[src/rtl/pyrm_writeback_block_pkg.sv]
// pyrm_writeback_block_pkg
//   Shared definitions for the pyrm writeback stage: RV64 opcode and load
//   funct3 encodings, the writeback FSM state type, the write-queue entry
//   type and the "does this opcode write rd" decode helper.
package pyrm_writeback_block_pkg;

  // RV64 major opcodes (inst[6:0])
  localparam logic [6:0] OP_ARITH     = 7'b0110011;
  localparam logic [6:0] OP_64ARITH   = 7'b0111011;
  localparam logic [6:0] OP_ARITH_I   = 7'b0010011;
  localparam logic [6:0] OP_64ARITH_I = 7'b0011011;
  localparam logic [6:0] OP_LUI       = 7'b0110111;
  localparam logic [6:0] OP_AUIPC     = 7'b0010111;
  localparam logic [6:0] OP_JAL       = 7'b1101111;
  localparam logic [6:0] OP_JALR      = 7'b1100111;
  localparam logic [6:0] OP_LOAD      = 7'b0000011;
  localparam logic [6:0] OP_STORE     = 7'b0100011;
  localparam logic [6:0] OP_BRANCH    = 7'b1100011;
  localparam logic [6:0] SCALL        = 7'b1110011;

  // Load funct3 encodings (inst[14:12] of OP_LOAD)
  localparam logic [2:0] F3_LB  = 3'b000;
  localparam logic [2:0] F3_LH  = 3'b001;
  localparam logic [2:0] F3_LW  = 3'b010;
  localparam logic [2:0] F3_LD  = 3'b011;
  localparam logic [2:0] F3_LBU = 3'b100;
  localparam logic [2:0] F3_LHU = 3'b101;
  localparam logic [2:0] F3_LWU = 3'b110;

  typedef enum logic {
    ST_IDLE,
    ST_WAIT_LOAD
  } wb_state_t;

  typedef struct packed {
    logic [4:0]  rd;
    logic [63:0] data;
  } wb_entry_t;

  // Opcodes whose result is written to rd; everything else retires silently.
  function automatic logic op_writes_rd(input logic [6:0] op);
    case (op)
      OP_ARITH, OP_64ARITH, OP_ARITH_I, OP_64ARITH_I,
      OP_LUI, OP_AUIPC, OP_JAL, OP_JALR, OP_LOAD: return 1'b1;
      default:                                    return 1'b0;
    endcase
  endfunction

endpackage

[src/rtl/pyrm_wb_fifo.sv]
// pyrm_wb_fifo
//   Synchronous FIFO of wb_entry_t, DEPTH entries (power of two, >= 2).
//   Ports:
//     clk, reset_pyri   clock / asynchronous active-low reset
//     push, din         write request and entry (ignored when full)
//     pop               read request (ignored when empty)
//     dout              head entry, all zeros when empty
//     count, full, empty occupancy status (registered)
module pyrm_wb_fifo
  import pyrm_writeback_block_pkg::*;
#(
  parameter int unsigned DEPTH = 2
) (
  input  logic                         clk,
  input  logic                         reset_pyri,
  input  logic                         push,
  input  wb_entry_t                    din,
  input  logic                         pop,
  output wb_entry_t                    dout,
  output logic [$clog2(DEPTH+1)-1:0]   count,
  output logic                         full,
  output logic                         empty
);

  localparam int unsigned PW = $clog2(DEPTH);
  localparam int unsigned CW = $clog2(DEPTH + 1);

  wb_entry_t     mem [DEPTH];
  logic [PW-1:0] wr_ptr;
  logic [PW-1:0] rd_ptr;
  logic [CW-1:0] count_q;
  logic          do_push;
  logic          do_pop;

  assign full    = (count_q == CW'(DEPTH));
  assign empty   = (count_q == '0);
  assign count   = count_q;
  // Push looks only at the registered full flag, so a pop in the same
  // cycle never makes room for a push into a full queue.
  assign do_push = push && !full;
  assign do_pop  = pop && !empty;
  assign dout    = empty ? '0 : mem[rd_ptr];

  always_ff @(posedge clk or negedge reset_pyri) begin
    if (!reset_pyri) begin
      wr_ptr  <= '0;
      rd_ptr  <= '0;
      count_q <= '0;
    end else begin
      if (do_push) wr_ptr <= wr_ptr + PW'(1);
      if (do_pop)  rd_ptr <= rd_ptr + PW'(1);
      case ({do_push, do_pop})
        2'b10:   count_q <= count_q + CW'(1);
        2'b01:   count_q <= count_q - CW'(1);
        default: count_q <= count_q;
      endcase
    end
  end

  always_ff @(posedge clk) begin
    if (do_push) mem[wr_ptr] <= din;
  end

endmodule

[src/rtl/pyrm_writeback_block.sv]
// pyrm_writeback_block
//   Writeback stage of the pyrm RV64 pipeline. Accepts executed instructions
//   with their result, waits for load data on loads, formats the loaded
//   value and queues register writes in order towards decode.
//   Ports:
//     clk, reset_pyri                     clock / async active-low reset
//     inst_pyri, inst_valid/retry         executed instruction channel
//     result_pyri, result_valid/retry     ALU result or load address channel
//     load_data_pyri, load_data_valid/retry  aligned doubleword from dmem
//     reg_addr_pyro, reg_addr_valid/retry register-write address (rd in [4:0])
//     reg_data_pyro, reg_data_valid/retry register-write data
module pyrm_writeback_block
  import pyrm_writeback_block_pkg::*;
#(
  parameter int unsigned FIFO_DEPTH = 2
) (
  input  logic        clk,
  input  logic        reset_pyri,
  input  logic [31:0] inst_pyri,
  input  logic        inst_valid_pyri,
  output logic        inst_retry_pyro,
  input  logic [63:0] result_pyri,
  input  logic        result_valid_pyri,
  output logic        result_retry_pyro,
  input  logic [63:0] load_data_pyri,
  input  logic        load_data_valid_pyri,
  output logic        load_data_retry_pyro,
  output logic [63:0] reg_addr_pyro,
  output logic        reg_addr_valid_pyro,
  input  logic        reg_addr_retry_pyri,
  output logic [63:0] reg_data_pyro,
  output logic        reg_data_valid_pyro,
  input  logic        reg_data_retry_pyri
);

  localparam int unsigned CW = $clog2(FIFO_DEPTH + 1);

  wb_state_t     state_q;
  wb_state_t     state_d;
  logic [4:0]    ld_rd_q;
  logic [2:0]    ld_f3_q;
  logic [2:0]    ld_off_q;

  logic [CW-1:0] count;
  logic          full;
  logic          empty;
  wb_entry_t     head;
  wb_entry_t     push_entry;
  logic          push;
  logic          pop;

  logic          stall;
  logic          inst_accept;
  logic          ld_accept;
  logic [6:0]    op;
  logic [4:0]    rd;
  logic [2:0]    f3;
  logic          unused_bits;

  assign op = inst_pyri[6:0];
  assign rd = inst_pyri[11:7];
  assign f3 = inst_pyri[14:12];
  assign unused_bits = ^{inst_pyri[31:15], full};

  // Byte/half/word select from the aligned doubleword, then extend.
  function automatic logic [63:0] load_extract(input logic [63:0] d,
                                               input logic [2:0]  fn3,
                                               input logic [2:0]  off);
    logic [7:0]  b;
    logic [15:0] h;
    logic [31:0] w;
    b = d[{off, 3'b000} +: 8];
    h = d[{off[2:1], 4'b0000} +: 16];
    w = d[{off[2], 5'b00000} +: 32];
    case (fn3)
      F3_LB:   return {{56{b[7]}}, b};
      F3_LH:   return {{48{h[15]}}, h};
      F3_LW:   return {{32{w[31]}}, w};
      F3_LBU:  return {56'b0, b};
      F3_LHU:  return {48'b0, h};
      F3_LWU:  return {32'b0, w};
      default: return d;
    endcase
  endfunction

  // Handshake retries depend on registered state only.
  assign stall                = (count == CW'(FIFO_DEPTH)) || (state_q == ST_WAIT_LOAD);
  assign inst_retry_pyro      = stall;
  assign result_retry_pyro    = stall;
  assign load_data_retry_pyro = !((state_q == ST_WAIT_LOAD) && (count < CW'(FIFO_DEPTH)));

  assign inst_accept = inst_valid_pyri && result_valid_pyri && !stall;
  assign ld_accept   = load_data_valid_pyri && !load_data_retry_pyro;

  always_ff @(posedge clk or negedge reset_pyri) begin
    if (!reset_pyri) begin
      state_q  <= ST_IDLE;
      ld_rd_q  <= '0;
      ld_f3_q  <= '0;
      ld_off_q <= '0;
    end else begin
      state_q <= state_d;
      if (inst_accept && (op == OP_LOAD)) begin
        ld_rd_q  <= rd;
        ld_f3_q  <= f3;
        ld_off_q <= result_pyri[2:0];
      end
    end
  end

  always_comb begin
    state_d    = state_q;
    push       = 1'b0;
    push_entry = '0;
    case (state_q)
      ST_IDLE: begin
        if (inst_accept) begin
          if (op == OP_LOAD) begin
            // Loads to x0 still wait for their data so memory stays in step.
            state_d = ST_WAIT_LOAD;
          end else if (op_writes_rd(op) && (rd != 5'd0)) begin
            push            = 1'b1;
            push_entry.rd   = rd;
            push_entry.data = result_pyri;
          end
        end
      end
      ST_WAIT_LOAD: begin
        if (ld_accept) begin
          state_d = ST_IDLE;
          if (ld_rd_q != 5'd0) begin
            push            = 1'b1;
            push_entry.rd   = ld_rd_q;
            push_entry.data = load_extract(load_data_pyri, ld_f3_q, ld_off_q);
          end
        end
      end
      default: state_d = ST_IDLE;
    endcase
  end

  assign reg_addr_valid_pyro = !empty;
  assign reg_data_valid_pyro = !empty;
  assign reg_addr_pyro       = {59'b0, head.rd};
  assign reg_data_pyro       = head.data;
  assign pop = reg_addr_valid_pyro && reg_data_valid_pyro &&
               !reg_addr_retry_pyri && !reg_data_retry_pyri;

  pyrm_wb_fifo #(
    .DEPTH(FIFO_DEPTH)
  ) u_fifo (
    .clk        (clk),
    .reset_pyri (reset_pyri),
    .push       (push),
    .din        (push_entry),
    .pop        (pop),
    .dout       (head),
    .count      (count),
    .full       (full),
    .empty      (empty)
  );

endmodule

[config.mk]
export PLATFORM = sky130hd
export DESIGN_NAME = pyrm_writeback_block
export DESIGN_NICKNAME = d
export VERILOG_FILES = /design/src/rtl/pyrm_writeback_block_pkg.sv /design/src/rtl/pyrm_wb_fifo.sv /design/src/rtl/pyrm_writeback_block.sv
export SDC_FILE = /design/constraint.sdc
export NUM_CORES = 1
export LEC_CHECK = 0
export BUFFER_PORTS_ARGS = -buffer_cell sky130_fd_sc_hd__buf_2
export CAP_MARGIN = 20
export CORE_AREA = 2 2 176 178
export DETAILED_ROUTE_END_ITERATION = 10
export DIE_AREA = 0 0 178 180
export GPL_TIMING_DRIVEN = 1
export PLACE_DENSITY_LB_ADDON = 0.05
export RECOVER_POWER = 50
export SLEW_MARGIN = 15
export SYNTH_ARGS = -nofsm -noshare
export SYNTH_HDL_FRONTEND = slang
export SYNTH_SLANG_ARGS = --single-unit
[constraint.sdc]
create_clock -name clk -period 7.5 [get_ports clk]
set_clock_uncertainty 0.1 [all_clocks]
set_input_delay 0 -clock clk [delete_from_list [all_inputs] [get_ports clk]]
set_output_delay 0 -clock clk [all_outputs]
set_load 0.02 [all_outputs]
* Yosys cells after proc, flatten, opt, wreduce, memory -nomap -nowiden
Memory sizes are Yosys's and may differ from the RTL's.
Index checks and enable logic that the tools add are counted.
Widths: inputs -> output; s select.
** Storage, ports and cells
- Output and inout bits :: 133
- Register bits :: 16
- Memories :: 1
- Bits of input ports :: 167
- Logic and storage cells :: 82
- RAM bits :: 138
** Memory list
- u_fifo.mem :: depth 2, bits a word 69, rd ports 1, clocked after Yosys merged registers in 0, wr ports 1, RTL line pyrm_wb_fifo.sv:28 : wb_entry_t mem [DEPTH];
** Cells by class
- Equal/unequal tests :: 17
- Reductions and logical operators :: 23
- Bitwise gates (word level) :: 1
- Order comparisons :: 1
- Muxes and demuxes :: 25
- Add/sub/neg operators :: 4
- Shift operators :: 3
** Operators by type and width (count)
- $mux 69 :: 6
- $pmux 64 s6 :: 1
- $pmux 69 s2 :: 1
- $shiftx 64x7->16 :: 1
- $shiftx 64x7->32 :: 1
- $shiftx 64x7->8 :: 1
- $eq 7x5->1 const B :: 3
- $eq 7x6->1 const B :: 3
- $eq 7x7->1 const B :: 2
- $mux 1 :: 14
- $logic_and 1x1->1 :: 10
- $reduce_bool 5->1 :: 2
- $eq 3x3->1 const B :: 3
- $reduce_or 9->1 :: 1
- $eq 7x2->1 const B :: 1
- $logic_not 1->1 :: 6
- $eq 2x2->1 const B :: 2
- $pmux 1 s2 :: 2
- $pmux 2 s2 :: 1
- $eq 3x1->1 const B :: 1
- $eq 3x2->1 const B :: 1
- $logic_not 3->1 :: 1
- $add 1x1->1 const B :: 2
- $add 2x1->2 const B :: 1
- other kinds (7) :: 7

* Depth between registers and ports, before layout
- Word-level depth :: 14
- Mapped depth :: 9

* By module
Synthesis repeated with hierarchy kept, for this count alone.
** Unflattened totals
- Cells, all modules :: 742
- Area, all modules :: 8857.2 µm²
** By module, submodules not included
- pyrm_wb_fifo :: times used 1, cells each 309, seq. area each 4244.1 µm², area each 5382.7 µm²
- pyrm_writeback_block :: times used 1, cells each 433, seq. area each 300.3 µm², area each 3474.6 µm²

* Least setup slack after synthesis
No wires, ideal clock.
- Path type :: register to register
- From :: register u_fifo.count_q[0], in the netlist u_fifo.count[0]
- To :: memory u_fifo.mem[1][0] in the netlist's numbering, enable pin
- Cell stages (with the launch flop) :: 7
- Arrival :: 4.235 ns
- Setup time :: 0.505 ns
- Period minus slack after synthesis :: 4.840 ns
- Data required time :: 6.895 ns
- Path slack :: 2.660 ns
- Buffers on the path :: 1
- Path through :: dfrtp_1 -> inv_1 -> a211oi_1 -> o221a_2 -> buf_2 -> nor2_1 -> nor2b_1
** Between the ends
- Longest elaborated chain between the ends :: 9
** RTL lines
- start, declared :: RTL line pyrm_wb_fifo.sv:31 : logic [CW-1:0] count_q;
- start signal, assigned :: RTL line pyrm_wb_fifo.sv:53 : 2'b10: count_q <= count_q + CW'(1);
- start signal, assigned :: RTL line pyrm_wb_fifo.sv:54 : 2'b01: count_q <= count_q - CW'(1);
- start signal, assigned :: RTL line pyrm_wb_fifo.sv:55 : default: count_q <= count_q;
- $eq 2x2->1 :: RTL line pyrm_wb_fifo.sv:35, pyrm_writeback_block.sv:87
- $logic_or 1x1->1 :: RTL line pyrm_writeback_block.sv:87 : assign stall = (count == CW'(FIFO_DEPTH)) || (state_q == ST_WAIT_LOAD);
- $logic_not 1->1 :: RTL line pyrm_writeback_block.sv:92 : assign inst_accept = inst_valid_pyri && result_valid_pyri && !stall;
- $logic_and 1x1->1 :: RTL line pyrm_writeback_block.sv:92
- $mux 1 :: RTL line pyrm_writeback_block.sv:117 : if (inst_accept) begin
- $pmux 1 s2 :: RTL line pyrm_writeback_block.sv:115 : case (state_q)
- $logic_and 1x1->1 (*) :: RTL line pyrm_wb_fifo.sv:40 : assign do_push = push && !full;
- $mux 1 (*) :: RTL line pyrm_wb_fifo.sv:61 : if (do_push) mem[wr_ptr] <= din;
- $mux 1 (not written as such) (*) :: RTL line pyrm_wb_fifo.sv:61
- end, declared :: RTL line pyrm_wb_fifo.sv:28
Mark *: on every way between the ends. The rest lies on a longest branch, timed or not.

==> impl_metrics.ini <==
[layout]
finalNonFillerCells = 1520
layout_common_cells = buf_2, edfxtp_1, nor2_1
num-nets-final = 1277
layout_commonest_cell = buf_2
drive_gt1_share_pct = 24.2
area_growth_pct = 31.2
nFillCells = 3084

[floorplan]
die_area_sq_um = 32000
start_util_pct = 29.7
io_pins = 300
row_count = 64
die_x_um = 178
die_y_um = 180
coreArea_sq_um = 30200

[hold_path]
hold_depth = 4
hold_path.class = in -> reg

[outcome]
outcome = complete, but fails checks
violations = max-capacitance violations, max-slew violations

[routing]
drt_iter0_drc = 487
wl_um = 30100
wl_per_cell_um = 19.8
drc = 0
post_drt_via_cell_ratio = 4.74
drtPass1Iterations = 5
vias = 7206
ant_nets = 0

[sta]
finalSetupViolCount = 0
layout_setup_ws_ns = 2.41
fin_setup_tns_ns = 0
slew_headroom_pct = -148
tightest_slew_ns = 3.72
fin_crit_sh_pct = 67.9
grt_setup_unrepaired = no
finalHoldViolCount = 0
max_freq_mhz = 196
fin_crit_ns = 5.09
drv_slew = 175

[clock_network]
post_cts_buffers = 0
cts_buffers = 17
clk_latency_ns = 0.43
cts-resized-gates = 0
clk_pin_slew_ns = 0.07
cts_tree = built
clockRootBuffer = clkbuf_16
cts_sinks = 154
clk_path_buf_depth = 2
h-tree-depth = 4

[global_route]
grt_pass1_vias = 6997
grtUsageTotal_pct = 18.5
grt_overflow = 0
grt_pass1_wl_um = 43700
grt_max_degree = 71
antenna_found_initial = 5

[setup_path]
reg2reg_depth = 7
crit_required_ns = 7.68
path_max_fanout = 69
cpPeakStageDelay_ns = 2.60
cp-end-kind = register
arrival_ns = 5.27
worst-setup-path-type = reg -> reg
crit_slowest_cell = clkbuf_1
cp-start-kind = register
crit_chain = inv_1 > a211oi_1 > o221a_2 > clkbuf_1 > nand2_1 > o21ai_2 > dlygate4sd3_1

[yosys]
yosysTopAreaCellShare_pct = 46.3
synth_seq_area_share_pct = 50.7
synth_top_area_cell = edfxtp_1
synth-edff-count = 138
ys_ff_latch = 154
async_reset_ff_share_pct = 10.4
ys_types = 53
synth_area_sq_um = 8960
synth_area_leaders = edfxtp_1, mux2i_1, buf_4, nor2_1, dfrtp_1
synth.avg_cell_area_sq_um = 11.1
synth_ff_type = edfxtp_1
synth-warning-count = 0
netlist_instances = 808

[job]
maxCapViolations = 3

[place]
dp_slack_ns = 3.83
gp_congestion = 0.750
dpl.hpwl_um = 20700
dp.cells = 1376
io_buffer_count = 223

[power]
p_per_area_nw_per_um2 = 237
peakVddDrop_uv = 364
leakagePower_nw = 5.02
==> Yosys cell counts, types with 10 or more instances <==
cell type,count
edfxtp_1,138
nor2_1,117
mux2i_1,76
buf_4,61
o21ai_0,56
nand2_1,50
clkbuf_1,36
mux2_2,34
o21ai_2,30
a21oi_1,26
a21o_1,23
dfrtp_1,16
buf_2,12
nor2b_1,11
a22o_1,10
mux4_2,10
==> flip-flops by register name, indices dropped and copies added, names as in the netlist <==
| name | cells |
|---|---|
| ld_f3_q | 3 |
| u_fifo.wr_ptr | 1 |
| ld_rd_q | 5 |
| u_fifo.rd_ptr | 1 |
| ld_off_q | 3 |
| state_q | 1 |
| u_fifo.count | 2 |
| u_fifo.mem | 138 |
==> worst max-delay path, delay by kind of cell, from the launching register on <==
family,cells,cell delay [ns]
buf+inv,3,3.26
flops,1,0.46
simple gates,1,0.36
compound gates,3,0.72
==> kinds of logic (layout without fill, tap and decap cells) <==
logic type | Yosys count | in the layout | share of synthesized area [%]
buffers and inverters | 129 | 385 | 8.46
other | 1 | 61 | 0.0419
XOR/XNOR | 5 | 5 | 0.489
flip-flops | 154 | 154 | 50.7
multiplexers | 122 | 122 | 15.9
AO/OA/AOI/OAI | 188 | 188 | 14.3
AND/OR/NAND/NOR | 208 | 208 | 9.94
adder cells (fa/ha/maj) | 1 | 1 | 0.140
==> per-layer routing <==
layer  up-vias  global-route usage, %  part of all wire [%]
met1      3485                   25.2                    46
met2       240                   30.2                    48
met5         -                      0                  0.14
met3        25                   3.38                   5.2
li1       3450                      -                     -
met4         6                   4.59                   1.5
==> worst paths after layout <==
kind | from | endpoint | slack, ns
min | load_data_pyri[17] | u_fifo.mem[1][17] | 0.02
max in group asynchronous | reset_pyri | u_fifo.rd_ptr | 6.08
max reg2reg | u_fifo.count[0] | u_fifo.mem[1][43] | 2.41
min in group asynchronous | reset_pyri | ld_rd_q[0] | 0.62
max | u_fifo.count[0] | u_fifo.mem[1][43] | 2.41
min reg2reg | ld_rd_q[1] | ld_rd_q[1] | 0.44
==> repair_timing <==
item,CTS,global route
hold endpoints to repair,167,0
hold buffers,110,0
endpoints found under the setup margin,0,0
==> metrics by stage <==
stage               utilization, %  power (mW)  hold slack (ns)  cell area, sq um
finish                        38.9        2.79           0.0224             11800
CTS                           39.3        2.86         0.000478             11900
detailed placement            33.7        1.96           -0.146             10200
global placement              33.7        1.97           -0.145             10200
floorplan                        -        1.66           -0.396              9180
global route                  38.9        2.93           0.0392             11800
==> where the power goes <==
group	switching (mW)	total, mW	internal [mW]
logic	0.588	0.916	0.327
clock network	0.388	0.847	0.459
registers	0.0714	1.03	0.955
==> cell type report <==
type / instances / area, sq um / share of cell area [%]
clock inverters: 13 / 119 / 1.01
flip-flops and latches: 154 / 4550 / 38.7
diodes: 2 / 5.00 / 0.0426
clock buffers: 19 / 454 / 3.86
repair buffers: 345 / 2200 / 18.8
inverters: 8 / 30.0 / 0.255
well taps: 396 / 495 / 4.21
multi-input cells: 583 / 3900 / 33.2
(Power assumes the default switching activity.)
